**src/rtl/wishbone_rr_arbiter_if.sv**
```systemverilog
// Bus bundle for wishbone_rr_arbiter: flat manager-side signals plus the shared subordinate port.
// The slave modport is the arbiter's view; master is the view of whatever drives the managers and subordinate.
interface wishbone_rr_arbiter_if #(
    parameter int unsigned NUM_MANAGERS = 4
);
    logic [32*NUM_MANAGERS-1:0] A_ADR_I;
    logic [32*NUM_MANAGERS-1:0] A_DAT_I;
    logic [4*NUM_MANAGERS-1:0]  A_SEL_I;
    logic [NUM_MANAGERS-1:0]    A_WE_I;
    logic [NUM_MANAGERS-1:0]    A_STB_I;
    logic [NUM_MANAGERS-1:0]    A_CYC_I;
    logic [32*NUM_MANAGERS-1:0] A_DAT_O;
    logic [NUM_MANAGERS-1:0]    A_ACK_O;
    logic [31:0]                DAT_I;
    logic                       ACK_I;
    logic [31:0]                ADR_O;
    logic [31:0]                DAT_O;
    logic [3:0]                 SEL_O;
    logic                       WE_O;
    logic                       STB_O;
    logic                       CYC_O;
    logic [NUM_MANAGERS-1:0]    GRANT_O;
    logic                       TIMEOUT_O;

    modport slave (
        input  A_ADR_I, A_DAT_I, A_SEL_I, A_WE_I, A_STB_I, A_CYC_I, DAT_I, ACK_I,
        output A_DAT_O, A_ACK_O, ADR_O, DAT_O, SEL_O, WE_O, STB_O, CYC_O, GRANT_O, TIMEOUT_O
    );

    modport master (
        output A_ADR_I, A_DAT_I, A_SEL_I, A_WE_I, A_STB_I, A_CYC_I, DAT_I, ACK_I,
        input  A_DAT_O, A_ACK_O, ADR_O, DAT_O, SEL_O, WE_O, STB_O, CYC_O, GRANT_O, TIMEOUT_O
    );
endinterface

```
**src/rtl/wishbone_rr_arbiter.sv**
```systemverilog
// Round-robin arbiter sharing one Wishbone subordinate among NUM_MANAGERS managers.
// Define WB_ARB_TIMEOUT_EN to add the watchdog that terminates hung transactions.
module wishbone_rr_arbiter #(
    parameter int unsigned NUM_MANAGERS   = 4,
    parameter int unsigned TIMEOUT_CYCLES = 255,
    parameter logic [31:0] TIMEOUT_DATA   = 32'hBAD0_BAD0
) (
    input logic                  CLK,
    input logic                  nRST,
    wishbone_rr_arbiter_if.slave bus
);
    localparam int unsigned IDX_W = $clog2(NUM_MANAGERS);
`ifdef WB_ARB_TIMEOUT_EN
    localparam int unsigned WD_W  = $clog2(TIMEOUT_CYCLES + 1);
`endif

`ifdef WB_ARB_TIMEOUT_EN
    typedef enum logic [1:0] {ST_IDLE = 2'd0, ST_GRANT = 2'd1, ST_TERM = 2'd2} state_e;
`else
    typedef enum logic [1:0] {ST_IDLE = 2'd0, ST_GRANT = 2'd1} state_e;
`endif

    state_e                  state_q;
    logic [NUM_MANAGERS-1:0] grant_q;
    logic [IDX_W-1:0]        gidx_q;
    logic [IDX_W-1:0]        rr_ptr_q;
`ifdef WB_ARB_TIMEOUT_EN
    logic [WD_W-1:0]         wd_cnt_q;
    logic                    timeout_q;
`endif

    logic [NUM_MANAGERS-1:0] req_s;
    logic                    pick_vld_s;
    logic [IDX_W-1:0]        pick_idx_s;
    logic                    g_cyc_s;
    logic                    is_term_s;

    logic [31:0] adr_a [NUM_MANAGERS];
    logic [31:0] dat_a [NUM_MANAGERS];
    logic [3:0]  sel_a [NUM_MANAGERS];

    for (genvar i = 0; i < NUM_MANAGERS; i++) begin : g_unpack
        assign adr_a[i] = bus.A_ADR_I[i*32 +: 32];
        assign dat_a[i] = bus.A_DAT_I[i*32 +: 32];
        assign sel_a[i] = bus.A_SEL_I[i*4 +: 4];
    end

    assign req_s   = bus.A_STB_I & bus.A_CYC_I;
    assign g_cyc_s = bus.A_CYC_I[gidx_q];

    // First requester after ptr (wrapping), so manager ptr itself is searched last.
    function automatic logic [IDX_W:0] rr_pick(input logic [NUM_MANAGERS-1:0] req,
                                               input logic [IDX_W-1:0]        ptr);
        logic [IDX_W:0] res;
        int unsigned    cand;
        res = '0;
        for (int off = NUM_MANAGERS; off >= 1; off--) begin
            cand = 32'(ptr) + 32'(off);
            if (cand >= NUM_MANAGERS) begin
                cand = cand - NUM_MANAGERS;
            end else begin
                cand = cand;
            end
            if (req[cand[IDX_W-1:0]]) begin
                res = {1'b1, cand[IDX_W-1:0]};
            end else begin
                res = res;
            end
        end
        return res;
    endfunction

    // Round-robin winner among current requesters.
    always_comb begin
        {pick_vld_s, pick_idx_s} = rr_pick(req_s, rr_ptr_q);
    end

`ifdef WB_ARB_TIMEOUT_EN
    assign is_term_s     = (state_q == ST_TERM);
    assign bus.TIMEOUT_O = timeout_q;
`else
    assign is_term_s     = 1'b0;
    assign bus.TIMEOUT_O = 1'b0;
`endif
    assign bus.GRANT_O = grant_q;

    // Arbitration FSM: grant selection, release on ACK or CYC drop, watchdog termination.
    always_ff @(posedge CLK) begin
        if (!nRST) begin
            state_q  <= ST_IDLE;
            grant_q  <= '0;
            gidx_q   <= '0;
            rr_ptr_q <= IDX_W'(NUM_MANAGERS - 1);
`ifdef WB_ARB_TIMEOUT_EN
            wd_cnt_q  <= '0;
            timeout_q <= 1'b0;
`endif
        end else begin
`ifdef WB_ARB_TIMEOUT_EN
            timeout_q <= 1'b0;
`endif
            case (state_q)
                ST_IDLE: begin
                    if (pick_vld_s) begin
                        state_q <= ST_GRANT;
                        grant_q <= NUM_MANAGERS'(1) << pick_idx_s;
                        gidx_q  <= pick_idx_s;
`ifdef WB_ARB_TIMEOUT_EN
                        wd_cnt_q <= '0;
`endif
                    end else begin
                        state_q <= ST_IDLE;
                    end
                end
                ST_GRANT: begin
                    // An abort (CYC low) and an ACK both release the bus the same way.
                    if (!g_cyc_s || bus.ACK_I) begin
                        state_q  <= ST_IDLE;
                        grant_q  <= '0;
                        rr_ptr_q <= gidx_q;
`ifdef WB_ARB_TIMEOUT_EN
                    end else if (wd_cnt_q == WD_W'(TIMEOUT_CYCLES - 1)) begin
                        state_q   <= ST_TERM;
                        timeout_q <= 1'b1;
                    end else begin
                        wd_cnt_q <= wd_cnt_q + WD_W'(1);
                    end
`else
                    end else begin
                        state_q <= ST_GRANT;
                    end
`endif
                end
`ifdef WB_ARB_TIMEOUT_EN
                ST_TERM: begin
                    state_q  <= ST_IDLE;
                    grant_q  <= '0;
                    rr_ptr_q <= gidx_q;
                end
`endif
                default: begin
                    state_q <= ST_IDLE;
                    grant_q <= '0;
                end
            endcase
        end
    end

    // Subordinate side follows the granted manager only while in GRANT.
    always_comb begin
        bus.ADR_O = 32'h0;
        bus.DAT_O = 32'h0;
        bus.SEL_O = 4'h0;
        bus.WE_O  = 1'b0;
        bus.STB_O = 1'b0;
        bus.CYC_O = 1'b0;
        case (state_q)
            ST_GRANT: begin
                bus.ADR_O = adr_a[gidx_q];
                bus.DAT_O = dat_a[gidx_q];
                bus.SEL_O = sel_a[gidx_q];
                bus.WE_O  = bus.A_WE_I[gidx_q];
                bus.STB_O = bus.A_STB_I[gidx_q];
                bus.CYC_O = bus.A_CYC_I[gidx_q];
            end
            default: begin
                bus.CYC_O = 1'b0;
            end
        endcase
    end

    // Manager side: only the granted manager sees data/ack; a terminated one gets TIMEOUT_DATA.
    always_comb begin
        bus.A_DAT_O = '0;
        bus.A_ACK_O = '0;
        for (int i = 0; i < NUM_MANAGERS; i++) begin
            if (grant_q[i] && (state_q == ST_GRANT)) begin
                bus.A_DAT_O[i*32 +: 32] = bus.DAT_I;
                bus.A_ACK_O[i]          = bus.ACK_I & bus.A_CYC_I[i];
            end else if (grant_q[i] && is_term_s) begin
                bus.A_DAT_O[i*32 +: 32] = TIMEOUT_DATA;
                bus.A_ACK_O[i]          = 1'b1;
            end else begin
                bus.A_DAT_O[i*32 +: 32] = 32'h0;
                bus.A_ACK_O[i]          = 1'b0;
            end
        end
    end
endmodule

```
**src/flat_wrapper.sv**
```systemverilog
// flat-port wrapper written by rule: the top's interface ports become plain ports
module wishbone_rr_arbiter_flat 
#(
    parameter int unsigned NUM_MANAGERS   = 4,
    parameter int unsigned TIMEOUT_CYCLES = 255,
    parameter logic [31:0] TIMEOUT_DATA   = 32'hBAD0_BAD0
)
  (CLK, nRST, bus_A_ADR_I, bus_A_DAT_I, bus_A_SEL_I, bus_A_WE_I, bus_A_STB_I, bus_A_CYC_I, bus_DAT_I, bus_ACK_I, bus_A_DAT_O, bus_A_ACK_O, bus_ADR_O, bus_DAT_O, bus_SEL_O, bus_WE_O, bus_STB_O, bus_CYC_O, bus_GRANT_O, bus_TIMEOUT_O);
  wishbone_rr_arbiter_if #(.NUM_MANAGERS(NUM_MANAGERS)) bus_i ();
  input logic CLK;
  input logic nRST;
  input wire logic [$bits(bus_i.A_ADR_I)-1:0] bus_A_ADR_I;
  input wire logic [$bits(bus_i.A_DAT_I)-1:0] bus_A_DAT_I;
  input wire logic [$bits(bus_i.A_SEL_I)-1:0] bus_A_SEL_I;
  input wire logic [$bits(bus_i.A_WE_I)-1:0] bus_A_WE_I;
  input wire logic [$bits(bus_i.A_STB_I)-1:0] bus_A_STB_I;
  input wire logic [$bits(bus_i.A_CYC_I)-1:0] bus_A_CYC_I;
  input wire logic [$bits(bus_i.DAT_I)-1:0] bus_DAT_I;
  input wire logic [$bits(bus_i.ACK_I)-1:0] bus_ACK_I;
  output wire logic [$bits(bus_i.A_DAT_O)-1:0] bus_A_DAT_O;
  output wire logic [$bits(bus_i.A_ACK_O)-1:0] bus_A_ACK_O;
  output wire logic [$bits(bus_i.ADR_O)-1:0] bus_ADR_O;
  output wire logic [$bits(bus_i.DAT_O)-1:0] bus_DAT_O;
  output wire logic [$bits(bus_i.SEL_O)-1:0] bus_SEL_O;
  output wire logic [$bits(bus_i.WE_O)-1:0] bus_WE_O;
  output wire logic [$bits(bus_i.STB_O)-1:0] bus_STB_O;
  output wire logic [$bits(bus_i.CYC_O)-1:0] bus_CYC_O;
  output wire logic [$bits(bus_i.GRANT_O)-1:0] bus_GRANT_O;
  output wire logic [$bits(bus_i.TIMEOUT_O)-1:0] bus_TIMEOUT_O;
  assign bus_i.A_ADR_I = bus_A_ADR_I;
  assign bus_i.A_DAT_I = bus_A_DAT_I;
  assign bus_i.A_SEL_I = bus_A_SEL_I;
  assign bus_i.A_WE_I = bus_A_WE_I;
  assign bus_i.A_STB_I = bus_A_STB_I;
  assign bus_i.A_CYC_I = bus_A_CYC_I;
  assign bus_i.DAT_I = bus_DAT_I;
  assign bus_i.ACK_I = bus_ACK_I;
  assign bus_A_DAT_O = bus_i.A_DAT_O;
  assign bus_A_ACK_O = bus_i.A_ACK_O;
  assign bus_ADR_O = bus_i.ADR_O;
  assign bus_DAT_O = bus_i.DAT_O;
  assign bus_SEL_O = bus_i.SEL_O;
  assign bus_WE_O = bus_i.WE_O;
  assign bus_STB_O = bus_i.STB_O;
  assign bus_CYC_O = bus_i.CYC_O;
  assign bus_GRANT_O = bus_i.GRANT_O;
  assign bus_TIMEOUT_O = bus_i.TIMEOUT_O;
  wishbone_rr_arbiter #(.NUM_MANAGERS(NUM_MANAGERS), .TIMEOUT_CYCLES(TIMEOUT_CYCLES), .TIMEOUT_DATA(TIMEOUT_DATA)) u_core (.CLK(CLK), .nRST(nRST), .bus(bus_i));
endmodule
```
**config.mk**
```make
export PLATFORM = sky130hd
export DESIGN_NAME = wishbone_rr_arbiter_flat
export DESIGN_NICKNAME = d
export VERILOG_FILES = /design/src/rtl/wishbone_rr_arbiter_if.sv /design/src/rtl/wishbone_rr_arbiter.sv /design/src/flat_wrapper.sv
export SDC_FILE = /design/constraint.sdc
export NUM_CORES = 1
export LEC_CHECK = 0
export CAP_MARGIN = 30
export CORE_AREA = 2 2 204 206
export DETAILED_ROUTE_END_ITERATION = 8
export DIE_AREA = 0 0 206 208
export DONT_BUFFER_PORTS = 1
export PLACE_DENSITY_LB_ADDON = 0.2
export RECOVER_POWER = 25
export SLEW_MARGIN = 10
export SYNTH_ARGS = -nofsm -noshare
export SYNTH_HDL_FRONTEND = slang
export SYNTH_SLANG_ARGS = --single-unit
export TNS_END_PERCENT = 5
```
**constraint.sdc**
```tcl
create_clock -name CLK -period 1.8 [get_ports CLK]
set_input_delay 0.27 -clock CLK [delete_from_list [all_inputs] [get_ports CLK]]
set_output_delay 0.27 -clock CLK [all_outputs]
set_load 0.01 [all_outputs]
```
==> summary.txt <==
Status
  – Outcome: finished with violations
  – Failing checks: negative setup slack

Final layout
  – Cell Count, Final, Fillers Out: roughly 900
  – Area growth syn-to-layout: 27.70%
  – Most frequent cells in the layout: and3_1, mux4_2, and2_4
  – Most common cell after layout, fill and taps aside: and3_1
  – Fin area: 4574 um^2
  – # nets final: between 600 and 700
  – Layout cells sized above 1: between 40% and 50%

STA
  – # setup viols final: 82
  – Clock period minus worst slack: 1.951 ns
  – Slew of the pin with the lowest slew margin: around 0.73 ns
  – Final worst-path cycle share: 108.4%
  – Setup ws final: -0.1506 ns
  – Skew final: 0.0008598 ns
  – Fmax: about 500 MHz
  – Slew headroom: around half
  – RSZ-0062 raised after global routing: yes
  – Final Hold Fails: 0
  – Max Transition Viols Final: 0

Setup path
  – CP endpoint kind: primary output
  – Required time worst endpoint: 1.53 ns
  – Crit Path Class: flop to primary output
  – Crit path arrival time: 1.68 ns
  – Type of origin of the critical path: flop
  – CP max FO: 10

CTS
  – Num CTS Buffers: 3
  – Clock slew at reported path FFs: 0.04 ns
  – CTS root buf: clkbuf_16
  – Hold buffers post-CTS: 0
  – CTS tree: yes
  – Clock Path Buffers: 2
  – Postcts setup bufs: 0
  – CTS H-tree depth: 1
  – CTS Sinks: 9
  – Worst-Skew Late Latency: between 0.2 and 0.25 ns

Place
  – Worst slack at placement: about 0.027 ns
  – Placed Instances: between 800 and 900
  – I/O Buffers: 0
  – Post-DP HPWL: 16.20 mm
  – Post-place instance area: approximately 4300 um^2
  – Placer Congestion: 0.9008

Pwr
  – Overall Power: 2067 uW
  – Switching Share: 38.76%
  – Sw Pwr: roughly 800 uW
  – VDD IR-drop max: 0.2772 mV
  – Lkg Pwr: 0.001833 uW
  – Cell-internal power: approximately 1300 uW
  – Reg power frac: approximately 12%
  – Part of the power in the clock network: 18.9%
  – Combinational power share: between 60% and 70%
  – PwrDens: 451.8 nW/um^2

Global routing
  – Vias in the first global route: 3,542
  – Initial antenna violation count: 15
  – First-pass GRT wire length: 25.32 mm
  – Grt met2 use: 14.73%
  – GRT overflow: 0
  – Met1 usage: between 8 and 9%
  – Met3 GRT Util: between 2 and 2.5%
  – GR peak layer: met2
  – Pin count of the biggest net entering global routing: 53
  – All-Layer GR Usage: 7.893%

Synthesis
  – Synthesis Warnings: 0
  – Part of the Yosys area used for sequential elements: 5.030%
  – Mapped Area: 3582 um^2
  – Yosys top cell by area: mux4_2
  – Synthesis-stage register bit count: 9
  – Netlist cell types: 30
  – Cells after Synth: 380
  – Syn Area/Cell: around 9.4 um^2
  – Syn Nets: approximately 700
  – Area contributors post-synth: mux4_2, and3_1, and2_1, dfxtp_1, clkbuf_1
  – Synth top area share: 44.64%

Drt
  – Post-route ant nets: 0
  – Post-route DRC violation count: 0
  – Initial DRC count: between 200 and 250
  – Vias/cell: 3.856
  – DRT Pass-1 Iters: 4
  – Post-DR wirelength/cell: 21.48 um
  – Routed vias: between 3,000 and 4,000
  – DRT Wirelength: 19.35 mm

Job
  – Max_cap viols: 0

Worst hold path
  – Hold Path Class: input pin to flop

Floorplan
  – Die Span X: between 200 and 250 um
  – # rows: 74
  – Boundary pin count: 527
  – Die height: between 200 and 250 um
  – Die area: approximately 43,000 um^2
  – Initial Utilization: 8.833%
  – Area of the core: 40,550 um^2
cells in the mapped netlist:
cell type  number
conb_1          1
buf_6           1
a32o_1          4
clkbuf_2        1
buf_4           6
nand4_1         1
nand3_1         4
buf_1           2
and3_1        130
and2_1         73
mux2i_1         2
dfxtp_1         9
buf_2           7
and4_1          4
a21oi_1         5
o21ai_0         2
a221oi_1        1
inv_1           3
a221o_1         1
a22o_1          2
o22ai_1         1
a22oi_1         2
nand3b_1        1
mux4_2         71
nand2_1         6
a32oi_1         1
clkbuf_1       34
or3b_1          1
a21oi_2         2
nor2_1          2
power by group through the flow:
stage / logic (uW) / clock network, uW / registers [uW]
2_1_floorplan: 1020 / 0 / 243
3_3_place_gp: 1330 / 0 / 256
3_5_place_dp: 1330 / 0 / 256
4_1_cts: 1440 / 397 / 253
5_1_grt: 1540 / 412 / 255
6_report: 1430 / 391 / 250
path summary, 6_finish.rpt:
check	to	slack, ns	depth (start not counted)	from
worst max-delay path	bus_DAT_O[17]	-0.15	4	u_core.gidx_q[0]$_SDFFE_PN0P_
worst min-delay path	u_core.rr_ptr_q[1]$_SDFFE_PN1P_	0.1	1	nRST
worst max register to register	u_core.rr_ptr_q[0]$_SDFFE_PN1P_	0.05	5	u_core.gidx_q[0]$_SDFFE_PN0P_
worst min register to register	u_core.rr_ptr_q[0]$_SDFFE_PN1P_	0.53	2	u_core.rr_ptr_q[0]$_SDFFE_PN1P_
layout make-up:
type / count / area (um^2)
Clock buffer: 4 / 78.83
Tap cell: 532 / 665.6
Inverter: 3 / 11.26
Antenna cell: 9 / 22.52
Sequential cell: 9 / 191.4
Timing Repair Buffer: 27 / 346.6
Multi-Input combinational cell: 317 / 3258
Fill cell: 4674 / 35980
registers in the layout, summed over array words and instances (netlist names):
name                cells
u_core.rr_ptr_q         2
u_core.bus.GRANT_O      4
u_core.gidx_q           2
u_core.state_q          1
critical path: stages (launching register included):
cell,delay (ns)
dfxtp_4,0.35
buf_12,0.15
buf_16,0.16
mux4_2,0.56
and2_4,0.20
logic make-up after synthesis:
family	Yosys count	share of synthesized area (%)
DFF	9	5.030
and+or+nand+nor	222	38.46
muxes	73	45.20
AOI/OAI and AO/OA	21	4.436
other	1	0.1047
buffers and inverters	54	6.776
through the flow:
stage | hold WS (ns) | utilization [%] | TNS, ns
after floorplan | 0.3319 | - | 0
after global placement | 0.3447 | 10.72 | 0
after detailed placement | 0.3379 | 10.72 | 0
after CTS | 0.09796 | 11.23 | -7.251
after global routing | 0.09340 | 11.27 | -18.09
final | 0.09834 | 11.28 | -4.895
metal layers:
layer  share of wire, %  vias to the layer above  routed length (um)
li1                   -                     1459                   -
met1                 34                     1724                6614
met2                 53                      247               10240
met3                9.5                       34                1837
met4                3.0                       10                 589
met5               0.35                        -                  67
timing repair:
item / CTS / global route
gates resized for setup: 38 / 11
endpoints found under the setup margin: 71 / 73
endpoints found under the hold margin: 0 / 0
cloned: 1 / 0
pin swaps: 0 / 0
Power figures use the tool's default switching activity.
